--- config.mk ---
export PLATFORM = sky130hd
export DESIGN_NAME = vector_fma_writeback_unit
export DESIGN_NICKNAME = d
export VERILOG_FILES = /design/src/rtl/vector_fma_writeback_unit.sv
export SDC_FILE = /design/constraint.sdc
export NUM_CORES = 1
export LEC_CHECK = 0
export BUFFER_PORTS_ARGS = -buffer_cell sky130_fd_sc_hd__buf_2
export CAP_MARGIN = 20
export CORE_AREA = 2 2 258 260
export CTS_CLUSTER_SIZE = 28
export DETAILED_ROUTE_END_ITERATION = 16
export DIE_AREA = 0 0 260 262
export GPL_ROUTABILITY_DRIVEN = 0
export GPL_TIMING_DRIVEN = 0
export PLACE_DENSITY_LB_ADDON = 0.05
export SETUP_SLACK_MARGIN = 0.5
export SLEW_MARGIN = 20
export SYNTH_ARGS = -nofsm -noshare
export SYNTH_HDL_FRONTEND = slang
export SYNTH_SLANG_ARGS = --single-unit
--- constraint.sdc ---
create_clock -name clock -period 7.2 [get_ports clock]
set_clock_uncertainty 0.1 [all_clocks]
set_input_delay 1.44 -clock clock [delete_from_list [all_inputs] [get_ports clock]]
set_output_delay 1.44 -clock clock [all_outputs]
set_load 0.02 [all_outputs]
--- src/rtl/vector_fma_writeback_unit.sv ---
// vector_fma_writeback_unit
// Buffers FMA results in a small FIFO and drains them to the vector register
// file write port as valid/ready beats. Widening results produce two beats:
// vd to vd_addr, then vd_high to vd_addr+1 (wrapping).
// Optional feature macro: FMA_WB_ALIGN_CHECK_EN. When it is defined, widening
// results with an odd vd_addr are accepted but dropped, and wb_misaligned pulses.
module vector_fma_writeback_unit #(
  parameter int VLEN    = 64,
  parameter int DEPTH   = 4,
  parameter int VADDR_W = 5
) (
  input  logic               clock,
  input  logic               reset_n,
  input  logic               result_valid,
  output logic               result_ready,
  input  logic [VLEN-1:0]    vd,
  input  logic [VLEN-1:0]    vd_high,
  input  logic [VADDR_W-1:0] vd_addr,
  input  logic               widening,
  output logic               wb_valid,
  input  logic               wb_ready,
  output logic [VADDR_W-1:0] wb_addr,
  output logic [VLEN-1:0]    wb_data,
  output logic               wb_last,
  output logic               busy
`ifdef FMA_WB_ALIGN_CHECK_EN
  ,
  output logic               wb_misaligned
`endif
);

  localparam int PTR_W = $clog2(DEPTH);
  localparam int CNT_W = $clog2(DEPTH) + 1;

  typedef enum logic [1:0] {IDLE, LOW, HIGH} state_t;

  state_t state_reg, state_next;

  // Entry storage; the head entry stays in the FIFO until its last beat is taken.
  logic [VLEN-1:0]    mem_vd   [DEPTH];
  logic [VLEN-1:0]    mem_hi   [DEPTH];
  logic [VADDR_W-1:0] mem_addr [DEPTH];
  logic               mem_wide [DEPTH];

  logic [PTR_W-1:0] wr_ptr_reg, rd_ptr_reg, rd_ptr_inc;
  logic [CNT_W-1:0] count_reg;
  logic             full, offer, push, pop;

  logic               wb_valid_reg, wb_valid_next;
  logic [VADDR_W-1:0] wb_addr_reg, wb_addr_next;
  logic [VLEN-1:0]    wb_data_reg, wb_data_next;
  logic               wb_last_reg, wb_last_next;
  logic               has_next;

  assign full         = (count_reg == CNT_W'(DEPTH));
  assign result_ready = reset_n && !full;
  assign offer        = result_valid && result_ready;
  assign rd_ptr_inc   = rd_ptr_reg + PTR_W'(1);
  // Another entry sits behind the head, so the next beat can follow without a bubble.
  assign has_next     = (count_reg > CNT_W'(1));

`ifdef FMA_WB_ALIGN_CHECK_EN
  logic misaligned, misaligned_reg;
  // Odd-based widening results complete the handshake but never enter the FIFO.
  assign misaligned    = offer && widening && vd_addr[0];
  assign push          = offer && !misaligned;
  assign wb_misaligned = misaligned_reg;

  // One-cycle flag following each dropped misaligned result.
  always_ff @(posedge clock) begin
    if (!reset_n) misaligned_reg <= 1'b0;
    else          misaligned_reg <= misaligned;
  end
`else
  assign push = offer;
`endif

  assign wb_valid = wb_valid_reg;
  assign wb_addr  = wb_addr_reg;
  assign wb_data  = wb_data_reg;
  assign wb_last  = wb_last_reg;
  assign busy     = (count_reg != '0) || wb_valid_reg;

  // Write incoming results into the slot at the write pointer.
  always_ff @(posedge clock) begin
    if (push) begin
      mem_vd[wr_ptr_reg]   <= vd;
      mem_hi[wr_ptr_reg]   <= vd_high;
      mem_addr[wr_ptr_reg] <= vd_addr;
      mem_wide[wr_ptr_reg] <= widening;
    end
  end

  // FIFO pointers and occupancy; simultaneous push and pop leave the count unchanged.
  always_ff @(posedge clock) begin
    if (!reset_n) begin
      wr_ptr_reg <= '0;
      rd_ptr_reg <= '0;
      count_reg  <= '0;
    end else begin
      if (push) wr_ptr_reg <= wr_ptr_reg + PTR_W'(1);
      if (pop)  rd_ptr_reg <= rd_ptr_inc;
      count_reg <= count_reg + CNT_W'(push) - CNT_W'(pop);
    end
  end

  // State register.
  always_ff @(posedge clock) begin
    if (!reset_n) state_reg <= IDLE;
    else          state_reg <= state_next;
  end

  // Next-state logic: a beat advances only on wb_ready.
  always_comb begin
    state_next = state_reg;
    case (state_reg)
      IDLE: if (count_reg != '0) state_next = LOW;
      LOW: begin
        if (wb_ready) begin
          if (mem_wide[rd_ptr_reg]) state_next = HIGH;
          else if (has_next)        state_next = LOW;
          else                      state_next = IDLE;
        end
      end
      HIGH: begin
        if (wb_ready) state_next = has_next ? LOW : IDLE;
      end
      default: state_next = IDLE;
    endcase
  end

  // Output logic: next values of the beat registers and the FIFO pop strobe.
  always_comb begin
    pop           = 1'b0;
    wb_valid_next = wb_valid_reg;
    wb_addr_next  = wb_addr_reg;
    wb_data_next  = wb_data_reg;
    wb_last_next  = wb_last_reg;
    case (state_reg)
      IDLE: begin
        if (count_reg != '0) begin
          wb_valid_next = 1'b1;
          wb_addr_next  = mem_addr[rd_ptr_reg];
          wb_data_next  = mem_vd[rd_ptr_reg];
          wb_last_next  = !mem_wide[rd_ptr_reg];
        end
      end
      LOW, HIGH: begin
        if (wb_ready) begin
          if (state_reg == LOW && mem_wide[rd_ptr_reg]) begin
            wb_addr_next = mem_addr[rd_ptr_reg] + VADDR_W'(1);
            wb_data_next = mem_hi[rd_ptr_reg];
            wb_last_next = 1'b1;
          end else begin
            pop = 1'b1;
            if (has_next) begin
              wb_addr_next = mem_addr[rd_ptr_inc];
              wb_data_next = mem_vd[rd_ptr_inc];
              wb_last_next = !mem_wide[rd_ptr_inc];
            end else begin
              wb_valid_next = 1'b0;
            end
          end
        end
      end
      default: begin
        wb_valid_next = 1'b0;
      end
    endcase
  end

  // Registered beat outputs; held while stalled because the next values default to current.
  always_ff @(posedge clock) begin
    if (!reset_n) begin
      wb_valid_reg <= 1'b0;
      wb_addr_reg  <= '0;
      wb_data_reg  <= '0;
      wb_last_reg  <= 1'b0;
    end else begin
      wb_valid_reg <= wb_valid_next;
      wb_addr_reg  <= wb_addr_next;
      wb_data_reg  <= wb_data_next;
      wb_last_reg  <= wb_last_next;
    end
  end

endmodule
* Word-level counts from Yosys, hierarchy flattened
Memories as Yosys holds them, arrays and structs flattened. A register that Yosys moved wholly into a read port is not among the register bits. Cells that the tools add are included. W data, S select, Z words.
Cells by class: mux-type cells 39, reductions and logical operators 14, add/subtract/negate cells 5, equality and inequality tests 10, order comparisons 1
Operators by type and width (count):
- $mux W64 | 4
- $pmux W64 S2 | 1
- $mux W2 | 12
- $mux W5 | 4
- $mux W1 | 14
- $ne A2 B2 Y1 const B | 6
- $pmux W5 S2 | 1
- $reduce_and A4 Y1 | 2
- $pmux W2 S3 | 1
- $add A5 B1 Y5 const B | 1
- $add A2 B1 Y2 const B | 2
- $pmux W1 S2 | 2
- $add A3 B1 Y3 | 1
- $eq A3 B3 Y1 const B | 1
- $gt A3 B1 Y1 const B | 1
- $logic_and A1 B1 Y1 | 3
- $logic_not A1 Y1 | 3
- $ne A3 B3 Y1 const B | 1
- $reduce_and A3 Y1 | 1
- $reduce_bool A3 Y1 | 1
- $sub A3 B1 Y3 | 1
- $eq A2 B1 Y1 const B | 1
- $eq A2 B2 Y1 const B | 1
- $logic_not A2 Y1 | 1
- other kinds (3) | 3
Word-level totals: register bits after elaboration 80, input port bits 138, word-level logic and storage cells 81, memory bits (writable) 536, memories kept 4, output and inout port bits 73
Memories:
- mem_hi | depth 4, width 64, read ports 1, clocked after memory_dff 1, wr ports 1, RTL line 41 | logic [VLEN-1:0] mem_hi [DEPTH];
- mem_vd | depth 4, width 64, read ports 2, clocked after memory_dff 1, wr ports 1, RTL line 40 | logic [VLEN-1:0] mem_vd [DEPTH];
- mem_addr | depth 4, width 5, read ports 2, clocked after memory_dff 1, wr ports 1, RTL line 42 | logic [VADDR_W-1:0] mem_addr [DEPTH];
- mem_wide | depth 4, width 1, read ports 2, clocked after memory_dff 1, wr ports 1, RTL line 43 | logic mem_wide [DEPTH];

* Depth between registers and ports, before layout
Gate-level depths: netlist of run 1.
depth after elaboration 7, depth in mapped cells 13

* Worst setup path before layout of run 1
OpenSTA, ideal clock, no wires.
path type input to register, from input port reset_n, to memory mem_addr[0][0], enable pin, stages 3, setup slack 1352 ps, library setup time 510 ps, arrival time 5237 ps, buffers on the path 0, cell sequence inv_1 -> a21oi_1 -> and3_1
On the way: longest elaborated chain between the ends 4
RTL lines:
- start: declaration | RTL line 13 | input logic reset_n,
- $logic_and A1 B1 Y1 | RTL line 56 | assign result_ready = reset_n && !full;
- named net result_ready | RTL line 15 | output logic result_ready,
- $logic_and A1 B1 Y1 | RTL line 57 | assign offer = result_valid && result_ready;
- $mux W1 | RTL line 86 | if (push) begin
- $mux W1 (not written as such) | RTL line 89 | mem_addr[wr_ptr_reg] <= vd_addr;
- end: declaration | RTL line 42
The timed path passes the listed nets, and every way through them passes these cells.

* Worst setup path in the final report of run 1
from input port reset_n, to output port result_ready
On the way: longest elaborated chain between the ends 1
RTL lines (RTL line):
- $logic_and A1 B1 Y1 | 56
- end: declaration | 15
No other way between the ends.

==> reports/metrics.csv, run 1 <==
stage,metric,value,unit
clock_network,CTS resizes,0,
floorplan,die height,262,um
route,DR iter-0 viols,985,
logic_synthesis,Post-synth EDFFs,536,
route,WL/cell,25.5,um
logic_synthesis,"top cells by count, synth","536 x edfxtp_1, 204 x mux4_2, 82 x dfxtp_1, 69 x nand2_1, 69 x o21ai_0",
clock_network,root buffer cell,clkbuf_16,
route,First-pass DRT Iterations,5,
clock_network,CTS Hold Bufs,0,
logic_synthesis,Syn Nets,1424,
global_route,initial antenna violation count,14,
sta,Slew @ Worst Pin,1.07,ns
clock_network,Max Buffers Root-to-Sink,3,
floorplan,die width,260,um
placement,dpl cell area,0.0278,mm2
logic_synthesis,Yosys top cell area share,63.6,%
global_route,global-route wire length before repair,93.3,mm
flow_run,maxcap violations,0,
clock_network,CTS tree,done,
sta,Final Hold Viols,0,
sta,fin. max-slew vios,0,
logic_synthesis,"count leader, synth",edfxtp_1,
floorplan,die area,0.0681,mm2
clock_network,Sink Count,618,
clock_network,CTS Buf Count,73,
logic_synthesis,"Avg Cell Area, Syn",19.9,um2
logic_synthesis,cells after synthesis,1272,
final_layout,post-route cell area,0.0303,mm2
route,vias,13300,
pwr,LEAKAGE,10.6,nW
final_layout,Nets,1722,
sta,RSZ-0062 raised after global routing,false,
min_path,Hold Crit Class,register to register,
pwr,worst vdd ir,0.191,mV
critical_path,CP endpoint kind,output port,
global_route,grt ovf,0,
logic_synthesis,largest area contributor in the netlist,edfxtp_1,
sta,Final period util,54.3,%
final_layout,"Area growth, synth to finish",19.8,%
sta,f_max,0.256,GHz
clock_network,Setup Buffers After CTS,0,
sta,final setup vio count,0,
route,DRC,0,
clock_network,Worst-Skew Late Latency,0.60,ns
sta,crit path time final,3.91,ns
logic_synthesis,"Cell Area, Synth",0.0253,mm2
floorplan,num rows,94,
critical_path,CP Data Arrival Time,2.37,ns
global_route,overall global routing resource usage,18.9,%
critical_path,crit path kind,input port to output port,
logic_synthesis,Synth async-reset ratio,0,%
critical_path,CP startpoint kind,input port,
route,via/cell ratio,5.34,
status,run status,"finished, final reports clean",
logic_synthesis,Cell variety after synth,42,
global_route,largest net degree at the start of global routing,41,
critical_path,CP required,5.66,ns
final_layout,layout cell share with drive strength beyond 1,36.7,%
floorplan,I/O pins,211,
placement,DP HPWL,40.8,mm
logic_synthesis,largest cells by area after synthesis,"edfxtp_1 64%, mux4_2 18%, dfxtp_1 6.5%",
floorplan,Initial Util,38.8,%
floorplan,core area,0.0653,mm2
pwr,PD cells,349,mW/mm2
clock_network,clock-pin slew on the worst setup and hold paths,0.06,ns
logic_synthesis,post-synthesis sequential area ratio,70.0,%
route,ANT nets after route,0,
logic_synthesis,YS warnings,0,
global_route,vias in the first global route,13900,
final_layout,final core occ,46.5,%
logic_synthesis,number of synthesized register bits,618,
route,Routed Wire Length,63.7,mm
clock_network,H-tree lvl count,3,
critical_path,Crit Path Max Fanout,8,
sta,Worst slew margin,28.5,%
placement,IO buf count,210,
logic_synthesis,"Primary FF master, synth",edfxtp_1,
[per-stage QoR]
stage	cells	TNS [ns]	total power, W	setup WS, ns	hold WS, ns
global placement	2346	-1029.54	0.00693	-2.00	0.355
global route	2495	0	0.0111	3.19	0.390
finish	2498	0	0.0106	3.29	0.367
detailed placement	2359	0	0.00694	3.27	0.356
CTS	2495	0	0.0108	3.26	0.370
floorplan	1272	0	0.00606	1.35	0.378
[layout by cell type, fill, tap and decap left out, types with 14 or more instances in the layout]
cell,n
edfxtp_1,536
buf_2,229
mux4_2,204
dfxtp_1,82
clkbuf_16,79
nand2_1,69
o21ai_0,69
mux2i_1,67
a22o_1,65
clkbuf_1,56
clkinv_2,22
buf_6,14
[cell families after synthesis]
kind of cell             after synthesis  synth area share [%]
flip-flops                           618                  70.0
buffers and inverters                100                  2.08
adder cells (fa/ha/maj)               14                 0.721
multiplexers                         272                  20.8
XOR/XNOR                               6                 0.208
AND/OR/NAND/NOR                      103                  1.77
AO/OA/AOI/OAI                        159                  4.33
[cell type report]
cell class | count | area (um2)
clock inverter | 36 | 352
fill | 5612 | 34900
inverter | 13 | 48.8
antenna | 3 | 7.51
tap | 864 | 1080
buffer | 87 | 480
timing repair buffer | 223 | 1390
clock buffer | 100 | 2160
multi-input combinational | 554 | 7080
sequential | 618 | 17700
[worst paths after layout]
| check | from | to | slack (ns) | cells after the start |
|---|---|---|---|---|
| worst max-delay path | reset_n | result_ready | 3.29 | 4 |
| worst max register to register | state_reg[0] | wb_data[39] | 3.71 | 8 |
| worst min register to register | wb_data[41] | wb_data[41] | 0.37 | 1 |
| worst min-delay path | wb_data[41] | wb_data[41] | 0.37 | 1 |
[power by group]
group	internal, W	total (W)	switching [W]	leakage [nW]
registers	0.00416	0.00428	0.000115	5.53
logic	0.00107	0.00252	0.00145	3.80
clock network	0.00234	0.00379	0.00144	1.26
[layer usage]
| metal | track usage (%) | wire (um) |
|---|---|---|
| met3 | 4.27 | 3730 |
| met2 | 30.7 | 31100 |
| met4 | 5.09 | 1110 |
| met1 | 25.7 | 27700 |
| met5 | 0 | 97 |
[worst max-delay path, stage by stage]
cell and delay, ns:
buf_2 0.16, inv_1 0.12, a21oi_1 0.37, buf_2 0.27
Power figures use the tool's default switching activity.
==> run 2, diff against run 1 <==
==> constraint.sdc (replaced) <==
create_clock -name clock -period 3.4 [get_ports clock]
set_clock_uncertainty 0.1 [all_clocks]
set_input_delay 0.68 -clock clock [delete_from_list [all_inputs] [get_ports clock]]
set_output_delay 0.68 -clock clock [all_outputs]
set_load 0.02 [all_outputs]
==> run 2 against run 1 <==
Total power up 100%. Cell area down 0.80%. Combinational power up 110%. Sequential share of layout area up 0.47 points. Critical path type is now register to register. Highest routed layer unchanged.
==> reports/metrics.csv, run 2 (synthesis results as in run 1) <==
stage,metric,value,unit,change
clock_network,CTS tree,done,,
sta,crit path time final,2.77,ns,
placement,Placed Cells,2358,,-0.042%
route,DRC,0,,unchanged
final_layout,Final Instance Count excl. Fillers,2501,,+0.12%
route,vias,13400,,+0.15%
floorplan,I/O pins,211,,unchanged
critical_path,CP required,3.57,ns,-2.09 ns
final_layout,"commonest non-fill, non-tap cell in the layout",edfxtp_1,,
pwr,LEAKAGE,10.5,nW,-1.0%
critical_path,RR Startpoint,count_reg[1],,
floorplan,core area,0.0653,mm2,unchanged
sta,worst hold slack,0.186,ns,-0.182 ns
min_path,hold path startpoint,vd_high[59],,
pwr,PD cells,719,mW/mm2,+110%
final_layout,Nets,1726,,+0.23%
clock_network,Max Buffers Root-to-Sink,3,,unchanged
global_route,global-route wire length before repair,92.0,mm,-1.4%
floorplan,num rows,94,,unchanged
clock_network,CTS Hold Bufs,0,,unchanged
sta,Slew @ Worst Pin,0.825,ns,-0.247 ns
global_route,initial antenna violation count,14,,unchanged
critical_path,CP startpoint,count_reg[1],,
clock_network,H-tree lvl count,3,,unchanged
route,Routed Wire Length,63.5,mm,-0.38%
critical_path,CP startpoint kind,register,,
floorplan,die width,260,um,unchanged
critical_path,Crit Path Max Fanout,39,,+31
placement,DP HPWL,40.5,mm,-0.76%
critical_path,CP Data Arrival Time,2.94,ns,+0.57 ns
sta,Final Hold Viols,0,,unchanged
clock_network,Worst-Skew Late Latency,0.61,ns,about the same
global_route,largest net degree at the start of global routing,41,,unchanged
route,ANT nets after route,0,,unchanged
route,DR iter-0 viols,827,,-16%
route,First-pass DRT Iterations,5,,unchanged
pwr,worst vdd ir,0.345,mV,+81%
global_route,grt ovf,0,,unchanged
sta,Worst slew margin,45.0,%,+16 points
global_route,vias in the first global route,13900,,+0.27%
sta,final setup vio count,0,,unchanged
final_layout,"commonest cells after routing, fill and taps aside","536 x edfxtp_1, 228 x buf_2, 204 x mux4_2",,
critical_path,CP endpoint kind,register,,
sta,Final period util,81.5,%,
clock_network,clock-pin slew on the worst setup and hold paths,0.06,ns,about the same
global_route,overall global routing resource usage,18.7,%,-0.19 points
min_path,Hold Crit Class,input port to register,,
placement,dpl cell area,0.0278,mm2,-0.14%
sta,f_max,0.361,GHz,
route,WL/cell,25.4,um,-0.50%
sta,RSZ-0062 raised after global routing,true,,
route,via/cell ratio,5.34,,about the same
critical_path,most used cell along the critical path,buf_16,,
floorplan,die area,0.0681,mm2,unchanged
floorplan,Initial Util,38.8,%,unchanged
clock_network,root buffer cell,clkbuf_16,,
clock_network,CTS Buf Count,71,,-2.7%
critical_path,crit path kind,register to register,,
final_layout,post-route cell area,0.0301,mm2,-0.80%
critical_path,slowest cell on the critical path,and3_4,,
critical_path,CP peak stage delay,0.72,ns,+0.35 ns
final_layout,"Area growth, synth to finish",18.8,%,
critical_path,sequence of cells on the critical path,nor2_1 -> a21oi_2 -> and3_4 -> buf_16 -> buf_16,,
status,run status,"finished, final reports clean",,
flow_run,maxcap violations,0,,unchanged
clock_network,Sink Count,618,,unchanged
sta,fin. max-slew vios,0,,unchanged
placement,IO buf count,210,,unchanged
final_layout,layout cell share with drive strength beyond 1,36.8,%,+0.18 points
floorplan,die height,262,um,unchanged
[run 2: cell count changes in the layout (fill, tap and decap cells not counted), moves of 2 or more]
cell        previous run  this run
bufinv_16              7         3
buf_12                 3         7
clkbuf_2               2        22
clkbuf_8              10         2
inv_6                  1         5
clkbuf_16             79        73
clkinv_2              22         8
clkbuf_1              56        50
clkinv_1               6        13
clkinvlp_4             0         2
buf_4                  6        11
diode_2                3         6
buf_16                10         7
[run 2: through the flow]
step	power, W	setup WS [ns]	util, %	setup TNS [ns]
finish	0.0216	0.630	46.1	0
global route	0.0227	0.402	46.1	0
CTS	0.0220	0.477	46.0	0
detailed placement	0.0147	-0.0294	42.5	-0.0683
global placement	0.0146	-0.555	42.1	-266.42
floorplan	0.0128	0.633	-	0
[run 2: path summary, 6_finish.rpt]
kind              endpoint  slack (ns)  cells past startpoint
max reg2reg  mem_hi[0][13]        0.63                      5
min          mem_hi[3][59]        0.19                      1
max          mem_hi[0][13]        0.63                      5
min reg2reg     wb_addr[0]        0.37                      2
[run 2: routing by layer]
layer / vias to the layer above / part of all wire [%] / GRT usage, %
met5: - / 0.13 / 0
li1: 5943 / - / -
met1: 6999 / 43 / 25.4
met2: 297 / 49 / 30.6
met4: 14 / 2.0 / 5.17
met3: 105 / 4.9 / 3.98
[run 2: cell type report]
type                    instances  area [um2]
fillers                      5651       35200
repair buffers                228        1400
plain buffers                  87         520
clock buffers                  99        1940
clock inverters                31         238
well taps                     864        1080
multi-input cells             555        7100
inverters                      13        48.8
flip-flops and latches        618       17700
diodes                          6        15.0
[run 2: worst max-delay path, delay by kind of cell (launching register included)]
family / cells / cell delay (ns)
AOI/OAI and AO/OA: 1 / 0.40
buffers and inverters: 2 / 0.58
DFF: 1 / 0.45
and+or+nand+nor: 2 / 0.81
[run 2: where the power goes]
| group | switching [W] | internal, W |
|---|---|---|
| Sequential | 0.000250 | 0.00881 |
| Combinational | 0.00304 | 0.00232 |
| Clock | 0.00299 | 0.00423 |
| Total | 0.00628 | 0.0154 |
[run 2: what timing repair did]
| item | 4_1_cts | 5_1_grt |
|---|---|---|
| setup endpoints to repair | 87 | 102 |
| gates resized for setup | 12 | 28 |
| cloned | 1 | 0 |
| setup buffers | 5 | 1 |
| pin swaps | 1 | 1 |
| hold endpoints to repair | 0 | 0 |
